--- src/rtl/prbs_multi_gen.sv ---
// prbs_multi_gen: DATA_W-bit PRBS word generator for the D-PHY calibration/BIST path.
// Runtime polynomial select (PRBS-7/9/15/31), programmable seed, valid/ready output,
// finite bursts of Burst_Len words or continuous output when Burst_Len is zero.
// Optional feature: define PRBS_ERR_INJ_EN to add the Err_Inj port, which flips
// bit 0 of the next word loaded into Data.
module prbs_multi_gen #(
  parameter int DATA_W = 8,
  parameter int LEN_W  = 16
) (
  input  logic              Clk,
  input  logic              TxRst,
  input  logic              Start,
  input  logic              Abort,
  input  logic [1:0]        Mode,
  input  logic [30:0]       Seed,
  input  logic              Seed_Load,
  input  logic [LEN_W-1:0]  Burst_Len,
`ifdef PRBS_ERR_INJ_EN
  input  logic              Err_Inj,
`endif
  output logic [DATA_W-1:0] Data,
  output logic              Valid,
  input  logic              Ready,
  output logic              Busy,
  output logic              Done
);

  typedef enum logic {IDLE, RUN} state_t;

  state_t             state;
  state_t             next_state;
  logic [30:0]        lfsr;
  logic [30:0]        seed_reg;
  logic [30:0]        seed_eff;
  logic [1:0]         mode_lat;
  logic [LEN_W-1:0]   len_lat;
  logic [LEN_W-1:0]   count;
  logic [30:0]        gen_src;
  logic [1:0]         gen_mode;
  logic [30:0]        step_s;
  logic               fb;
  logic [DATA_W-1:0]  gen_word;
  logic [30:0]        gen_next;
  logic [DATA_W-1:0]  inj_mask;
  logic               start_ok;
  logic               accept;
  logic               last_word;
  logic               load_word;

  // Active-bit mask of the LFSR for each polynomial order
  function automatic logic [30:0] mode_mask(input logic [1:0] m);
    case (m)
      2'd0:    mode_mask = 31'h0000_007F;
      2'd1:    mode_mask = 31'h0000_01FF;
      2'd2:    mode_mask = 31'h0000_7FFF;
      default: mode_mask = 31'h7FFF_FFFF;
    endcase
  endfunction

  // Handshake and burst bookkeeping; a handshake cancelled by Abort is not a transfer
  always_comb begin
    start_ok  = (state == IDLE) && Start;
    accept    = (state == RUN) && Ready && !Abort;
    last_word = (len_lat != '0) && (count == len_lat);
    load_word = start_ok || (accept && !last_word);
  end

  // Seed actually used at Start: an all-zero seed would lock the LFSR, so use all-ones
  always_comb begin
    seed_eff = seed_reg & mode_mask(Mode);
    if (seed_eff == '0) begin
      seed_eff = mode_mask(Mode);
    end
  end

  // In IDLE the first word comes from the seed and the live Mode, in RUN from the LFSR
  always_comb begin
    gen_src  = (state == IDLE) ? seed_eff : lfsr;
    gen_mode = (state == IDLE) ? Mode : mode_lat;
  end

  // Unrolled DATA_W serial steps; bit i of the word is the i-th feedback bit produced
  always_comb begin
    step_s   = gen_src;
    gen_word = '0;
    fb       = 1'b0;
    for (int i = 0; i < DATA_W; i++) begin
      case (gen_mode)
        2'd0:    fb = step_s[6]  ^ step_s[5];
        2'd1:    fb = step_s[8]  ^ step_s[4];
        2'd2:    fb = step_s[14] ^ step_s[13];
        default: fb = step_s[30] ^ step_s[27];
      endcase
      step_s      = {step_s[29:0], fb} & mode_mask(gen_mode);
      gen_word[i] = fb;
    end
    gen_next = step_s;
  end

`ifdef PRBS_ERR_INJ_EN
  logic err_pend;

  // Pending error flag: consumed by the next word load, dropped on Abort
  always_ff @(posedge Clk or posedge TxRst) begin
    if (TxRst) begin
      err_pend <= 1'b0;
    end else if ((state == RUN) && Abort) begin
      err_pend <= 1'b0;
    end else if (load_word) begin
      err_pend <= Err_Inj;
    end else if (Err_Inj) begin
      err_pend <= 1'b1;
    end
  end

  // Corruption touches only bit 0 of the loaded word, never the LFSR itself
  always_comb begin
    inj_mask    = '0;
    inj_mask[0] = err_pend;
  end
`else
  assign inj_mask = '0;
`endif

  // FSM state register
  always_ff @(posedge Clk or posedge TxRst) begin
    if (TxRst) begin
      state <= IDLE;
    end else begin
      state <= next_state;
    end
  end

  // Next state: Abort beats a handshake, the final handshake of a finite burst ends it
  always_comb begin
    next_state = state;
    case (state)
      IDLE:    if (Start) next_state = RUN;
      RUN:     if (Abort || (Ready && last_word)) next_state = IDLE;
      default: next_state = IDLE;
    endcase
  end

  // FSM outputs: Valid mirrors RUN, Busy also covers the Done cycle
  always_comb begin
    Valid = (state == RUN);
    Busy  = (state == RUN) || Done;
  end

  // Done pulses for one cycle whenever a burst leaves RUN
  always_ff @(posedge Clk or posedge TxRst) begin
    if (TxRst) begin
      Done <= 1'b0;
    end else begin
      Done <= (state == RUN) && (next_state == IDLE);
    end
  end

  // Seed register is writable at any time and only matters at the next Start
  always_ff @(posedge Clk or posedge TxRst) begin
    if (TxRst) begin
      seed_reg <= '1;
    end else if (Seed_Load) begin
      seed_reg <= Seed;
    end
  end

  // Datapath: sample Mode/Burst_Len at Start, then advance only on accepted handshakes
  always_ff @(posedge Clk or posedge TxRst) begin
    if (TxRst) begin
      Data     <= '0;
      lfsr     <= '0;
      count    <= '0;
      mode_lat <= '0;
      len_lat  <= '0;
    end else begin
      if (start_ok) begin
        mode_lat <= Mode;
        len_lat  <= Burst_Len;
        count    <= LEN_W'(1);
      end else if (accept && !last_word) begin
        count    <= count + LEN_W'(1);
      end
      if (load_word) begin
        Data <= gen_word ^ inj_mask;
        lfsr <= gen_next;
      end
    end
  end

endmodule

--- config.mk ---
export PLATFORM = sky130hd
export DESIGN_NAME = prbs_multi_gen
export DESIGN_NICKNAME = d
export VERILOG_FILES = /design/src/rtl/prbs_multi_gen.sv
export SDC_FILE = /design/constraint.sdc
export NUM_CORES = 1
export LEC_CHECK = 0
export CAP_MARGIN = 20
export CORE_MARGIN = 2
export CORE_UTILIZATION = 42
export DETAILED_ROUTE_END_ITERATION = 6
export DONT_BUFFER_PORTS = 1
export PLACE_DENSITY = 0.61
export SYNTH_ARGS = -nofsm -noshare
export SYNTH_HDL_FRONTEND = slang
export SYNTH_SLANG_ARGS = --single-unit
--- constraint.sdc ---
create_clock -name Clk -period 6.55 [get_ports Clk]
set_clock_uncertainty 0.2 [all_clocks]
set_input_delay 0.3275 -clock Clk [delete_from_list [all_inputs] [get_ports Clk]]
set_output_delay 0.3275 -clock Clk [all_outputs]
set_load 0.01 [all_outputs]
Word-level counts from Yosys, hierarchy flattened
Cells that the tools add are included.

word-level totals
  bits in registers = 106
  bits in latches = 0
  RAM bits = 0
  bits in read-only memories = 0
  input bits = 55
  output and inout bits = 11
  word-level logic and storage cells = 92
  memories = 0

operators by class
  add/subtract/negate cells = 1
  multipliers = 0
  divide/modulo/power cells = 0
  $lt $le $gt $ge = 0
  equal/unequal tests = 5
  shift-type cells = 0
  muxes and demuxes = 18
  bitwise gates (word level) = 43
  reduce and logical (&&, ||, !) cells = 17

operators with widths
  operator               number
  $and 31x31->31         9
  $pmux 31 s3            2
  $mux 31                2
  $mux 16                2
  $xor 1x1->1            32
  $logic_not 31->1       1
  $pmux 1 s3             8
  $add 16x1->16 const B  1
  $eq 16x16->1           1
  $reduce_bool 16->1     1
  $logic_and 1x1->1      7
  $eq 2x1->1 const B     2
  $eq 2x2->1 const B     2
  $logic_not 2->1        2
  $logic_or 1x1->1       3
  $logic_not 1->1        2
  $mux 1                 2
  $mux 2                 1
  $not 1->1              2
  $pmux 1 s2             1
  $reduce_bool 2->1      1

Longest topological paths before layout
  depth in word-level cells = 30
  gate-level depth with buffers = 11
  gate-level depth less buffers = 9

Worst setup path before layout
OpenSTA, ideal clock, no wires.

  path kind = reg2reg
  start point = reg seed_reg[9]
  end point = reg Data[6]
  setup time = 0.133 ns
  arrival time = 2.287 ns
  data required time = 6.217 ns
  path slack = 3.931 ns
  stages on the path, launching flop included = 11
  buffers on the path = 1
  clock period less this slack = 2.619 ns
  path through = dfstp_2 nor4_1 a31oi_1 or2_4 o21ai_2 buf_4 a2bb2oi_2 xnor2_1 a21oi_1 a221o_1 a2bb2oi_1

on the way
  word-level cells in the longest chain between the ends = 14
  elaborated cells between the ends (all ways) = 25
  classes of those cells = mux (5); bitwise (19); reduce/logical (1)

RTL lines
  what                                          line    source
  from (decl)                                   33      logic [30:0] seed_reg;
  from (signal assigned)                        162     seed_reg <= '1;
  from (signal assigned)                        164     seed_reg <= Seed;
  $and 31x31->31 (*)                            70      seed_eff = seed_reg & mode_mask(Mode);
  $logic_not 31->1 (*)                          71      if (seed_eff == '0) begin
  $mux 31 (*)                                   71
  $mux 31 (*)                                   78      gen_src = (state == IDLE) ? seed_eff : lfsr;
  $and 31x31->31 (*)                            94      step_s = {step_s[29:0], fb} & mode_mask(gen_mode);
  $xor 1x1->1, or another cell as far along     92      default: fb = step_s[30] ^ step_s[27];
  $pmux 1 s3 or $and 31x31->31 (tied branches)  88, 94
  $and 31x31->31 (*) (5 in a row)               94
  $xor 1x1->1, on equally long branches         90, 89
  $pmux 1 s3 (*)                                88      case (gen_mode)
  to (signal assigned)                          185     Data <= gen_word ^ inj_mask;
  to (decl)                                     21      output logic [DATA_W-1:0] Data,

Every way passes the cells marked *; elsewhere a longest branch is shown, timed or not.
A chain may end at the register's enable or synchronous reset.

Worst setup path in the final report
  start point = reg count[3]
  end point = reg Data[5]

on the way
  word-level cells in the longest chain between the ends = 5

RTL lines
  what                    line  source
  from (decl)             37    logic [LEN_W-1:0] count;
  from (signal assigned)  182   count <= count + LEN_W'(1);
  $eq 16x16->1            64    last_word = (len_lat != '0) && (count == len_lat);
  $logic_and 1x1->1       64
  $logic_not 1->1         65    load_word = start_ok || (accept && !last_word);
  $logic_and 1x1->1       65
  $logic_or 1x1->1        65

No other way between the ends.

==> qor.yml <==
status:
  status: "finished, final reports clean"
clock_tree:
  worst_skew_pair.late_latency_ps: 360
  clk_path_buf_depth: 2
  cts_sinks: 99
  numCtsBuffers: 9
  cts_tree: "yes"
  root_buffer: "clkbuf_16"
  cts_max_level: 3
  cts_resized: 0
  clkSlewWorstSetupHoldPaths_ps: 70
synthesis:
  synthCells: 592
  synth_cell_types: 64
  async_reset_ff_frac: 1.000
  syn_nets: 648
  synthAdderAreaFrac: 0.002263
  yosys.area_share.simple: 0.1768
  synth_edf_count: 0
  synthesis.area_um2: 5528
  synth-compound-area-share: 0.1616
  ys_warn_count: 0
  synth-seq-area-share: 0.4552
  synth.avg_cell_area_um2: 9.338
  synth_xor_xnor_area_share: 0.09982
  synth_seq_cells: 99
  muxShareOfSynthArea: 0.06881
  synthFlopType: "dfrtp_1"
  synth_top_family_by_area: "simple AND/OR/NAND/NOR gates"
timing:
  slew_violations: 0
  fin_hold_ws_ps: 53.16
  fin_crit_sh: 0.4920
  finalSetupViolations: 0
  slew_headroom: 0.4820
  finalHoldViolations: 0
  worstMarginPinSlew_ps: 777.0
  fin_setup_tns_ps: 0
  grt_setup_unrepaired: "false"
  fin_crit_ps: 3222
  clock.fmax_ghz: 0.3103
cells_and_area:
  syn_to_final_growth_pct: 21.66
  seq_area_um2: 2516
  layout_commonest_cell: "nand2_1"
  diodes: 0
  stdcell_area_um2: 6725
  fin_cells: 830
  largest_reg_flops: 31
  multi_input_area_um2: 2825
  fillers: 1200
  nNetsFinal: 709
  drive_above_1_share: 0.1565
  final_cell_mix: "nand2_1, dlygate4sd3_1, dfrtp_1"
placement:
  io_buffers: 0
  post-place-cells: 732
  dpl-instance-area_um2: 5619
  routabilityCongestion: 0.9279
  hpwl_um: 10660
setup_path:
  crit_fanout: 30
  critical_path.endpoint_type: "flop"
  critPathKind: "reg2reg"
  required_ps: 6590
  r2r_cells: 9
  crit_start: "count[3]"
  cp.arrival_ps: 3260
  crit_path_start_kind: "flop"
  rrSetupSlack_ps: 3330
  r2r_start: "count[3]"
global_routing:
  grt_pass1_vias: 4698
  grt_usage: 0.2318
  grt_max_degree: 63
  antenna_found_initial: 0
  grt_overflow: 0
  grt_pass1_wl_um: 25550
detailed_routing:
  wl_per_cell_um: 18.69
  totalWireLength_um: 15520
  ant_nets: 0
  drt_first_pass_iters: 6
  viasPerCell: 5.735
  vias: 4760
  route.detailed.drc: 0
  drt_iter0_markers: 485
power:
  p_leak_nw: 2.867
  internal_power_mw: 1.239
  power_frac_seq: 0.446
  sw_frac_of_total: 0.3564
  p_sw_mw: 0.6859
  p_per_area_nw_per_um2: 286.2
  combPwrFrac: 0.283
  peakVddDrop_v: 0.0001632
  p_clk_frac: 0.271
job:
  cap_violations: 0
die:
  dieArea_um2: 14100
  start_util: 0.4345
  core_area_um2: 12720
  rows: 41
  die_y_um: 118.7
  die_width_um: 118.7
  io-pin-count: 66
worst_hold_path:
  min-delay-start: "Mode[0]"
  min_path_type: "in2reg"
  whs_path_depth: 2
[cells by family (layout without fill, tap and decap cells)]
logic type      count (synthesis)  after routing
mux                            34             34
buf+inv                        43            109
fa+ha+maj                       1              1
xor+xnor                       63             63
simple gates                  221            221
flops                          99             99
compound gates                131            131
[worst max-delay path: stages (launching register included)]
cell and delay [ps]:
dfrtp_1 420, xor2_1 170, nor4_1 310, nand2_1 110, o21ba_2 300, nor2_4 530, buf_4 410, nor2_1 220
a222oi_1 330, nand2_1 80
[Yosys cell counts (2+ instances only)]
| master | n | share of area |
|---|---|---|
| or3_1 | 4 | 0.0045 |
| a2bb2oi_1 | 2 | 0.0032 |
| or2_2 | 2 | 0.0023 |
| buf_2 | 4 | 0.0036 |
| dfrtp_1 | 68 | 0.31 |
| o211ai_1 | 3 | 0.0041 |
| mux2i_1 | 2 | 0.0036 |
| xor2_1 | 44 | 0.070 |
| nor3_1 | 9 | 0.0081 |
| o31ai_1 | 16 | 0.022 |
| a22o_1 | 10 | 0.016 |
| o221ai_1 | 3 | 0.0048 |
| nor4_1 | 14 | 0.016 |
| dfstp_2 | 31 | 0.15 |
| nand2_1 | 122 | 0.083 |
| o21ai_0 | 40 | 0.036 |
| xnor2_1 | 19 | 0.030 |
| buf_4 | 8 | 0.011 |
| a211oi_1 | 3 | 0.0041 |
| nand3_1 | 4 | 0.0036 |
| nor3b_1 | 2 | 0.0027 |
| and3_1 | 7 | 0.0079 |
| nand4_1 | 6 | 0.0068 |
| o22ai_1 | 10 | 0.011 |
| a221oi_1 | 3 | 0.0048 |
| inv_1 | 5 | 0.0034 |
| mux2_2 | 32 | 0.065 |
| clkbuf_1 | 18 | 0.012 |
| buf_1 | 7 | 0.0048 |
| nor2_1 | 41 | 0.028 |
| a21oi_1 | 20 | 0.018 |
[power by group through the flow]
stage / clock (mW) / sequential, mW / combinational (mW)
2_1_floorplan: 0 / 0.803 / 0.436
3_3_place_gp: 0 / 0.866 / 0.481
3_5_place_dp: 0 / 0.868 / 0.483
4_1_cts: 0.529 / 0.857 / 0.536
5_1_grt: 0.560 / 0.872 / 0.605
6_report: 0.521 / 0.858 / 0.545
[repair_timing]
item,CTS,global route
hold buffers,82,0
setup buffers,0,0
endpoints found under the hold margin,72,0
endpoints found under the setup margin,0,0
[final cells by class]
class / count / share of cell area
multi-input combinational: 450 / 0.4201
sequential: 99 / 0.3741
timing repair buffer: 87 / 0.1276
clock buffer: 10 / 0.03553
tap: 172 / 0.03200
clock inverter: 6 / 0.006884
inverter: 6 / 0.003721
[worst paths after layout]
kind,to
max in group asynchronous,lfsr[8]
min in group asynchronous,lfsr[15]
worst max-delay path,Data[5]
worst min-delay path,mode_lat[0]
worst max register to register,Data[5]
worst min register to register,lfsr[19]
[through the flow]
stage	power (mW)	worst slack, ps	utilization
5_1_grt	2.037	3024	0.5286
3_5_place_dp	1.351	3391	0.4417
6_report	1.925	3328	0.5286
3_3_place_gp	1.347	3452	0.4417
4_1_cts	1.923	3370	0.5286
2_1_floorplan	1.239	3483	-
[routing by layer]
layer  vias to the layer above  track usage  share of wire
met1                      2328       0.3283           0.45
li1                       2209            -              -
met5                         -            0              0
met4                         0      0.07887          0.020
met2                       199       0.3466           0.46
met3                        24      0.05598          0.076
Note: power is estimated with default switching activity, not from simulation.
